File: config.mk
export PLATFORM = sky130hd
export DESIGN_NAME = bcd_seg_counter_display
export DESIGN_NICKNAME = d
export VERILOG_FILES = /design/src/rtl/bcd_seg_counter_display.sv
export SDC_FILE = /design/constraint.sdc
export NUM_CORES = 1
export LEC_CHECK = 0
export ABC_CLOCK_PERIOD_IN_PS = 8600
export CAP_MARGIN = 0
export CELL_PAD_IN_SITES_DETAIL_PLACEMENT = 1
export CELL_PAD_IN_SITES_GLOBAL_PLACEMENT = 2
export CORE_MARGIN = 1
export CORE_UTILIZATION = 31
export DETAILED_ROUTE_END_ITERATION = 16
export PLACE_DENSITY = 0.83
export SLEW_MARGIN = 20
export SYNTH_ARGS = -nofsm -noshare
export SYNTH_HDL_FRONTEND = slang
export SYNTH_SLANG_ARGS = --single-unit
export TNS_END_PERCENT = 30
File: constraint.sdc
create_clock -name clock -period 8.6 [get_ports clock]
set_input_delay 2.15 -clock clock [delete_from_list [all_inputs] [get_ports clock]]
set_output_delay 2.15 -clock clock [all_outputs]
set_load 0.01 [all_outputs]
File: src/rtl/bcd_seg_counter_display.sv
// N-digit BCD up/down counter with a programmable step and parallel load.
// Drives registered seven-segment outputs with blanking and optional leading-zero suppression.
module bcd_seg_counter_display #(
    parameter int unsigned DIGITS     = 2,
    parameter int unsigned STEP       = 2,
    parameter int unsigned ACTIVE_LOW = 1,
    parameter int unsigned LZ_BLANK   = 0
) (
    input  logic                  clock,
    input  logic                  reset,
    input  logic                  enable,
    input  logic                  up_down,
    input  logic                  load,
    input  logic [4*DIGITS-1:0]   load_value,
    input  logic                  blanking,
    output logic [4*DIGITS-1:0]   bcd_out,
    output logic [7*DIGITS-1:0]   segments,
    output logic                  wrap
);

    localparam logic [3:0] STEP_L  = 4'(STEP);
    localparam logic [6:0] SEG_OFF = (ACTIVE_LOW != 0) ? 7'h7F : 7'h00;

    logic [4*DIGITS-1:0] r_count;
    logic [7*DIGITS-1:0] r_seg;
    logic                r_wrap;

    logic [4*DIGITS-1:0] w_next;
    logic [4*DIGITS-1:0] w_load;
    logic [7*DIGITS-1:0] w_seg;
    logic                w_carry;
    logic [4:0]          w_sum;
    logic [4:0]          w_sub;
    logic                w_lead;

    // Table is held in active-low form; undefined nibbles decode to all-off.
    function automatic logic [6:0] f_decode(input logic [3:0] d);
        logic [6:0] low;
        case (d)
            4'd0:    low = 7'h01;
            4'd1:    low = 7'h4F;
            4'd2:    low = 7'h12;
            4'd3:    low = 7'h06;
            4'd4:    low = 7'h4C;
            4'd5:    low = 7'h24;
            4'd6:    low = 7'h20;
            4'd7:    low = 7'h0F;
            4'd8:    low = 7'h00;
            4'd9:    low = 7'h04;
            default: low = 7'h7F;
        endcase
        return (ACTIVE_LOW != 0) ? low : ~low;
    endfunction

    // Ripple carry/borrow across digits; the final carry is the wrap condition.
    always_comb begin
        w_next  = '0;
        w_carry = 1'b0;
        w_sum   = '0;
        w_sub   = '0;
        for (int unsigned k = 0; k < DIGITS; k++) begin
            w_sub = (k == 0) ? {1'b0, STEP_L} : 5'd0;
            if (up_down) begin
                w_sum   = {1'b0, r_count[4*k +: 4]} + w_sub + {4'd0, w_carry};
                w_carry = (w_sum >= 5'd10);
                if (w_carry)
                    w_sum = w_sum - 5'd10;
            end else begin
                w_sum   = {1'b0, r_count[4*k +: 4]} + 5'd10 - w_sub - {4'd0, w_carry};
                w_carry = (w_sum < 5'd10);
                if (!w_carry)
                    w_sum = w_sum - 5'd10;
            end
            w_next[4*k +: 4] = w_sum[3:0];
        end
    end

    always_comb begin
        w_load = '0;
        for (int unsigned k = 0; k < DIGITS; k++)
            w_load[4*k +: 4] = (load_value[4*k +: 4] > 4'd9) ? 4'd0 : load_value[4*k +: 4];
    end

    // Walk from the most significant digit down, tracking whether all higher digits are zero.
    always_comb begin
        w_seg  = '0;
        w_lead = 1'b1;
        for (int unsigned j = 0; j < DIGITS; j++) begin
            if (r_count[4*(DIGITS-1-j) +: 4] != 4'd0)
                w_lead = 1'b0;
            if (blanking || (LZ_BLANK != 0 && w_lead && j != DIGITS-1))
                w_seg[7*(DIGITS-1-j) +: 7] = SEG_OFF;
            else
                w_seg[7*(DIGITS-1-j) +: 7] = f_decode(r_count[4*(DIGITS-1-j) +: 4]);
        end
    end

    always_ff @(posedge clock) begin
        if (reset) begin
            r_count <= '0;
            r_wrap  <= 1'b0;
            r_seg   <= {DIGITS{SEG_OFF}};
        end else begin
            r_seg <= w_seg;
            if (load) begin
                r_count <= w_load;
                r_wrap  <= 1'b0;
            end else if (enable) begin
                r_count <= w_next;
                r_wrap  <= w_carry;
            end else begin
                r_wrap  <= 1'b0;
            end
        end
    end

    assign bcd_out  = r_count;
    assign segments = r_seg;
    assign wrap     = r_wrap;

endmodule

Word-level counts from Yosys, hierarchy flattened:

Memory sizes are Yosys's and may differ from the RTL's. A register that Yosys moved wholly into a read port is not among the register bits.
Cells that the tools add are included.

* output and inout port bits: 23
* logic and storage cells: 36
* memories kept: 2
* register bits: 9
* memory bits (read-only): 224

* order comparisons: 6
* $add $sub $neg: 10
* muxes and demuxes: 12
* bitwise operators: 1
* reduce and logical (&&, ||, !) cells: 3

Memory list
* (no name shown): words 16, width 7, rd ports 1, clocked after Yosys merged registers in 1, wr ports 0, line 39 `case (d)`
* (no name shown): words 16, width 7, rd ports 1, clocked after Yosys merged registers in 1, wr ports 0, line 39

Operator list (count)
* $mux 4: 8
* $mux 8: 2
* $sub 4x4->4 const B: 4
* $add 4x4->5 const B: 2
* $ge 5x4->1 const B: 2
* $lt 5x4->1 const B: 2
* $gt 4x4->1 const B: 2
* $add 4x1->5: 1
* $add 4x2->5 const B: 1
* $sub 5x1->5: 1
* $sub 5x2->5 const B: 1
* $reduce_or 3->1: 1
* $mux 1: 2
* $reduce_bool 2->1: 1
* $reduce_or 2->1: 1
* $not 1->1: 1

Longest topological paths before layout:

Gate-level depths: netlist of run 1.

* word-level depth: 10
* mapped depth: 16
* mapped depth without buffers: 15

Least setup slack after synthesis of run 1:

Ideal clock, no wire load.

* kind: in2reg
* start point: input port up_down
* end point: register r_count[6], in the netlist bcd_out[6]
* slack: 4.462 ns
* required time: 8.541 ns
* buffers on the path: 0
* arrival: 4.079 ns
* stages: 12
* path through: inv_1 -> o21ai_0 -> ha_1 -> inv_1 -> ha_1 -> inv_1 -> ha_1 -> ha_1 -> o21ai_2 -> mux2_4 -> o211ai_2 -> a22o_1

* longest elaborated chain between the ends: 7

Ends and longest elaborated chain
* start, declared: line 12 `input logic up_down,`
* $mux 1: line 63 `if (up_down) begin`
* $sub 5x1->5 or $add 4x1->5 (tied branches): line 69, 64
* $sub 4x4->4 (tied with other cells): line 72 `w_sum = w_sum - 5'd10;`
* $mux 4, on equally long branches: line 71, 66
* $mux 4 *: line 63
* $mux 8 *: line 108 `end else if (enable) begin`
* $mux 8 *: line 105 `if (load) begin`
* end signal, assigned: line 106 `r_count <= w_load;`
* end signal, assigned: line 109 `r_count <= w_next;`
* end, declared: line 24 `logic [4*DIGITS-1:0] r_count;`

Every way passes the cells marked *; elsewhere a longest branch is shown, timed or not. The select of a mux whose other input is x is not followed.
A chain may end at the register's enable or synchronous reset.

Final worst setup path of run 1:

Same ends and word-level chain as after synthesis.

==> flow_summary.toml, run 1 <==
[run_status]
run_status = "complete, no violations"

[finish]
layout.core_utilization_pct = 42.4
area_growth_pct = 29.0
layout.cells.most_common_list = "clkdlybuf4s50_1, dfxtp_1, ha_1"
final_net_count = 263
drive_above_1_share_pct = 5.31
layoutNonFillerInstCount = 293
most_common_cell_after_layout_fill_and_taps_aside = "clkdlybuf4s50_1"
layout.filler_cells = 612
final_area_um2 = 2040
multi_input_gate_area_in_the_final_layout_um2 = 1020
insertedDiodeCount = 0
area.sequential_um2 = 460

[placement]
placed_cells_incl_taps = 289
preCtsSetupSlack_ns = 3.34
post-dp-hpwl_um = 3070
total_cell_area_at_the_placement_stage_um2 = 2000
port-buffer-count = 36
routabilityCongestion = 0.795

[critical_path]
critical_path.max_fanout = 14
crit_arrival_ns = 5.20
crit_slowest_cell = "clkdlybuf4s50_1"
timing.critical_path.buf_inv = 4
timing_worst_setup_path_type = "in2reg"
crit_required_ns = 8.82
max_stage_delay_ns = 0.78
most_frequent_cp_cell = "ha_1"
cell_family_contributing_the_most_delay_on_the_critical_path = "buffers and inverters"
worstPathCellList = "clkdlybuf4s50_1, inv_1, o21ai_0, ha_1, inv_1, ha_1, inv_1, ha_1, ha_1, o21ai_2, mux2_4, o211ai_2, a22o_1"
crit_path_end_kind = "flop"
critical_path.startpoint_type = "primary input"

[synthesis]
synth_area_um2 = 1580
synth_warnings = 0
syn-instance-count = 193
synth_nets = 229
postSynthRegisterBits = 23
yosysUniqueCellTypes = 40
number_of_flops_mapped_to_enable_cells_by_yosys = 0
share_of_synthesized_area_occupied_by_flip_flops_and_latches_pct = 29.1
synthFlopType = "dfxtp_1"
asyncSetResetFlopFracSynth_pct = 0
postSynthAreaPerCell_um2 = 8.21

[clock_network]
tritoncts_clock_tree = "built"
buffer_cell_driving_the_clock_tree_root = "clkbuf_8"
cts_hold_buffers = 0
cts.clk_slew.worst_paths_ns = 0.08
worstSkewPairLatency_ns = 0.27
tritoncts.num_buffers = 3
clock_path_buffers = 2
cts.repair.resized = 0
setup_fix_bufs_post_cts = 0
cts-htree-levels = 1
clock-sinks = 23

[route]
route.detailed.wl_per_inst_um = 13.4
final_antenna_net_count = 0
routed_wl_um = 3940
post-route-drc-count = 0
detailroute.via_count = 1440
via_per_inst = 4.91
drt_iter0_drc = 45
detail_route.first_pass.iterations = 4

[sta]
fin_skew_ns = 0.00232
transition_time_at_the_pin_with_the_least_slew_margin_ns = 0.716
fmax_ghz = 0.201
slew-limit-headroom_pct = 52.2
report.final.slew_viol_count = 0
post-route-worst-setup-slack_ns = 3.61
final.setup.tns_ns = 0
grt_setup_unrepaired = "no"
period_share_pct = 58.0
fin_worst_hold_slack_ns = 0.556
hold_violations = 0
report.final.setup_viol = 0
timing.final.crit_period_ns = 4.99

[flow_run]
maxCapViolCount = 0

[grt]
globalRouteOverflowTotal = 0
grt_antenna_before_repair = 0
grt.total_usage_pct = 16.1
via_count_of_the_first_global_routing_pass = 1428
grt_max_degree = 20
grt_first_pass_wirelength_um = 6650

[pwr]
power.total_mw = 0.300
p_leak_nw = 0.825
ir_worst_vdd_mv = 0.0585
power_density_nw_per_um2 = 147

[floorplanning]
die_width_um = 73.5
core_area_um2 = 4820
rows = 25
floorplan.io_pins = 37
die_outline_area_um2 = 5400
starting_density_of_the_core_pct = 32.9
die_height_um = 73.5

[min_path]
hold_class = "reg2reg"
[where the power goes]
part	leakage (nW)	internal [mW]	switching [mW]
combinational	0.612	0.0528	0.0523
clock	0.0228	0.0331	0.0358
sequential	0.190	0.114	0.0112
total	0.825	0.200	0.0993
[final timing paths]
| path | to | cells after the start | slack, ns | start |
|---|---|---|---|---|
| hold / removal | bcd_out[0] | 2 | 0.56 | bcd_out[0] |
| hold reg to reg | bcd_out[0] | 2 | 0.56 | bcd_out[0] |
| setup / recovery | bcd_out[6] | 13 | 3.61 | up_down |
| setup reg to reg | bcd_out[6] | 15 | 4.88 | bcd_out[2] |
[cell families (layout without fill, tap and decap cells)]
family	after synthesis	count (layout)	synth area share (%)
AOI/OAI and AO/OA	63	63	25.5
and+or+nand+nor	50	50	14.8
buffers and inverters	26	59	6.40
DFF	23	23	29.1
adders and majority gates	22	22	17.4
xor gates and xnor gates	5	5	3.95
muxes	4	4	2.84
[cells in the mapped netlist, drive strengths merged (2+ instances only)]
library cell,count,share of area (%)
o21ai,20,6.8
nand2,11,2.6
clkbuf,4,0.95
a21o,2,0.95
mux2i,3,1.9
nor2b,2,0.79
nor3,3,0.95
o211ai,3,1.7
xnor2,5,3.9
ha,22,17
buf,3,0.95
nor2,20,4.7
o21a,2,0.95
a21oi,18,5.7
nand3,8,2.8
o31ai,2,0.95
a31oi,4,1.6
a211oi,4,2.2
nand3b,2,0.95
inv,19,4.5
dfxtp,23,29
nand2b,2,0.79
[worst register-to-register path, stage by stage, from the launching register on]
cell	delay (ns)
dfxtp_1	0.66
inv_1	0.15
ha_1	0.35
and4bb_1	0.32
a21oi_1	0.07
o21ai_0	0.27
ha_1	0.20
inv_1	0.04
ha_1	0.20
inv_1	0.06
ha_1	0.24
ha_1	0.25
o21ai_2	0.24
mux2_4	0.33
o211ai_2	0.13
a22o_1	0.15
[sequential cells by signal, summed over array words and instances (netlist names)]
| register | cells |
|---|---|
| wrap | 1 |
| bcd_out | 8 |
| segments | 14 |
[per-layer routing]
| layer | global-route usage [%] | vias up | part of all wire (%) |
|---|---|---|---|
| met2 | 28.3 | 30 | 47 |
| met5 | 0 | - | 0 |
| met4 | 6.20 | 0 | 2.0 |
| li1 | - | 739 | - |
| met1 | 20.0 | 665 | 49 |
| met3 | 1.78 | 6 | 2.4 |
[cell type report]
class,instances,area share [%]
multi-input cells,144,50.0
flip-flops and latches,23,22.5
repair buffers,36,17.6
well taps,67,4.10
inverters,19,3.49
clock buffers,4,2.20
Note: power is estimated with default switching activity, not from simulation.
==> run 2, diff against run 1 <==
--- a/config.mk
+++ b/config.mk
@@ -5,14 +5,14 @@
 export SDC_FILE = /design/constraint.sdc
 export NUM_CORES = 1
 export LEC_CHECK = 0
-export ABC_CLOCK_PERIOD_IN_PS = 8600
+export ABC_CLOCK_PERIOD_IN_PS = 4280
 export CAP_MARGIN = 0
 export CELL_PAD_IN_SITES_DETAIL_PLACEMENT = 1
 export CELL_PAD_IN_SITES_GLOBAL_PLACEMENT = 2
 export CORE_MARGIN = 1
-export CORE_UTILIZATION = 31
+export CORE_UTILIZATION = 26
 export DETAILED_ROUTE_END_ITERATION = 16
-export PLACE_DENSITY = 0.83
+export PLACE_DENSITY = 0.74
 export SLEW_MARGIN = 20
 export SYNTH_ARGS = -nofsm -noshare
 export SYNTH_HDL_FRONTEND = slang
==> constraint.sdc (replaced) <==
create_clock -name clock -period 4.28 [get_ports clock]
set_input_delay 1.07 -clock clock [delete_from_list [all_inputs] [get_ports clock]]
set_output_delay 1.07 -clock clock [all_outputs]
set_load 0.01 [all_outputs]
==> run 2 against run 1 <==
Against the previous run:
- design area increased by 1.3%
- critical endpoint unchanged
- global-route usage decreased by 2.4 points
- sequential share of layout area decreased by 0.29 points
- clock-buffer cell count decreased by 1
- combinational power increased by 100%
- first-iteration DRC count increased by 6.7%
- largest power group unchanged
- critical path depth unchanged
- die area increased by 19%
- setup slack got worse by 3.0 ns
- sequential power increased by 99%
==> flow_summary.toml, run 2 (synthesis results as in run 1) <==
[route]
routed_wl_um = 3920
detailroute.via_count = 1419
route.detailed.wl_per_inst_um = 12.9
post-route-drc-count = 0
drt_iter0_drc = 48
detail_route.first_pass.iterations = 4
via_per_inst = 4.68
final_antenna_net_count = 0

[critical_path]
crit_arrival_ns = 3.88
critical_path.startpoint_type = "primary input"
critical_path.startpoint = "up_down"
timing_worst_setup_path_type = "in2reg"
crit_required_ns = 4.49
critical_path.max_fanout = 7
crit_path_end_kind = "flop"
worst_r2r_startpoint = "bcd_out[1]"

[finish]
most_common_cell_after_layout_fill_and_taps_aside = "clkdlybuf4s50_1"
area_growth_pct = 30.6
layout.cells.most_common_list = "clkdlybuf4s50_1, dfxtp_1, ha_1"
final_area_um2 = 2070
drive_above_1_share_pct = 6.58
final_net_count = 265
insertedDiodeCount = 0
largest_register_ffs = 14

[pwr]
power.switching_mw = 0.201
power_share_of_the_sequential_group_pct = 41.5
power_density_nw_per_um2 = 292
ir_worst_vdd_mv = 0.108
p_clk_share_pct = 23.2
p_int_mw = 0.402
part_of_the_power_in_combinational_logic_pct = 35.3
power.total_mw = 0.603
netSwitchingFraction_pct = 33.3
p_leak_nw = 0.838

[floorplanning]
die_height_um = 80.1
floorplan.io_pins = 37
die_width_um = 80.1
die_outline_area_um2 = 6410
core_area_um2 = 5890
rows = 28
starting_density_of_the_core_pct = 26.9

[sta]
post-route-worst-setup-slack_ns = 0.614
hold_violations = 0
fmax_ghz = 0.273
slew-limit-headroom_pct = 52.7
report.final.setup_viol = 0
grt_setup_unrepaired = "no"
final.setup.tns_ns = 0
period_share_pct = 85.7
timing.final.crit_period_ns = 3.67
fin_skew_ns = 0.00319
fin_worst_hold_slack_ns = 0.515
report.final.slew_viol_count = 0
transition_time_at_the_pin_with_the_least_slew_margin_ns = 0.708

[grt]
grt_antenna_before_repair = 0
globalRouteOverflowTotal = 0
grt_max_degree = 20
grt.total_usage_pct = 13.7
grt_first_pass_wirelength_um = 6760
via_count_of_the_first_global_routing_pass = 1351

[clock_network]
cts_hold_buffers = 0
clock-sinks = 23
cts-htree-levels = 1
tritoncts.num_buffers = 3
setup_fix_bufs_post_cts = 0
cts.repair.resized = 0
worstSkewPairLatency_ns = 0.27
tritoncts_clock_tree = "built"
cts.clk_slew.worst_paths_ns = 0.08
clock_path_buffers = 2
buffer_cell_driving_the_clock_tree_root = "clkbuf_8"

[placement]
post-dp-hpwl_um = 2980
routabilityCongestion = 0.759
total_cell_area_at_the_placement_stage_um2 = 2020
preCtsSetupSlack_ns = 0.322
port-buffer-count = 36

[run_status]
run_status = "complete, no violations"

[flow_run]
maxCapViolCount = 0

[min_path]
min_from = "bcd_out[2]"
hold_class = "reg2reg"
[run 2: cell count changes in the layout (fill, tap and decap cells not counted)]
cell / delta
buf_4: +2
clkbuf_1: -1
clkinv_2: +1
[run 2: final timing paths]
check        cells after the start     endpoint  slack (ns)
min                              2  segments[5]        0.52
max                             13   bcd_out[6]        0.61
max reg2reg                     15   bcd_out[6]        0.65
min reg2reg                      2  segments[5]        0.52
[run 2: cell type report]
type	instances	area, um2
Clock inverter	1	5.00
Sequential cell	23	460
Inverter	19	71.3
Fill cell	717	3820
Multi-Input combinational cell	144	1020
Timing Repair Buffer	38	375
Tap cell	75	93.8
Clock buffer	3	41.3
[run 2: worst max-delay path, cell delays in order]
cell and delay, ns:
clkdlybuf4s50_1 0.59, inv_1 0.10, o21ai_0 0.27, ha_1 0.20, inv_1 0.04, ha_1 0.20
inv_1 0.08, ha_1 0.25, ha_1 0.25, o21ai_2 0.22, mux2_4 0.33, o211ai_2 0.13
a22o_1 0.15
[run 2: per-layer routing]
layer,GRT usage (%),wire (um),vias up
met4,4.82,44,0
met5,0,0,-
met3,1.70,100,2
li1,-,-,744
met2,20.7,1670,30
met1,19.8,2100,643
[run 2: power groups by stage]
stage / clock, mW / sequential [mW] / combinational, mW
after detailed placement: 0 / 0.256 / 0.213
final: 0.140 / 0.251 / 0.213
after global routing: 0.153 / 0.254 / 0.240
after global placement: 0 / 0.256 / 0.212
after CTS: 0.148 / 0.251 / 0.215
after floorplan: 0 / 0.256 / 0.134
[run 2: through the flow]
| step | instances | util [%] |
|---|---|---|
| finish | 303 | 35.2 |
| CTS | 303 | 35.2 |
| global placement | 299 | 34.4 |
| global route | 303 | 35.2 |
| floorplan | 193 | - |
| detailed placement | 299 | 34.4 |
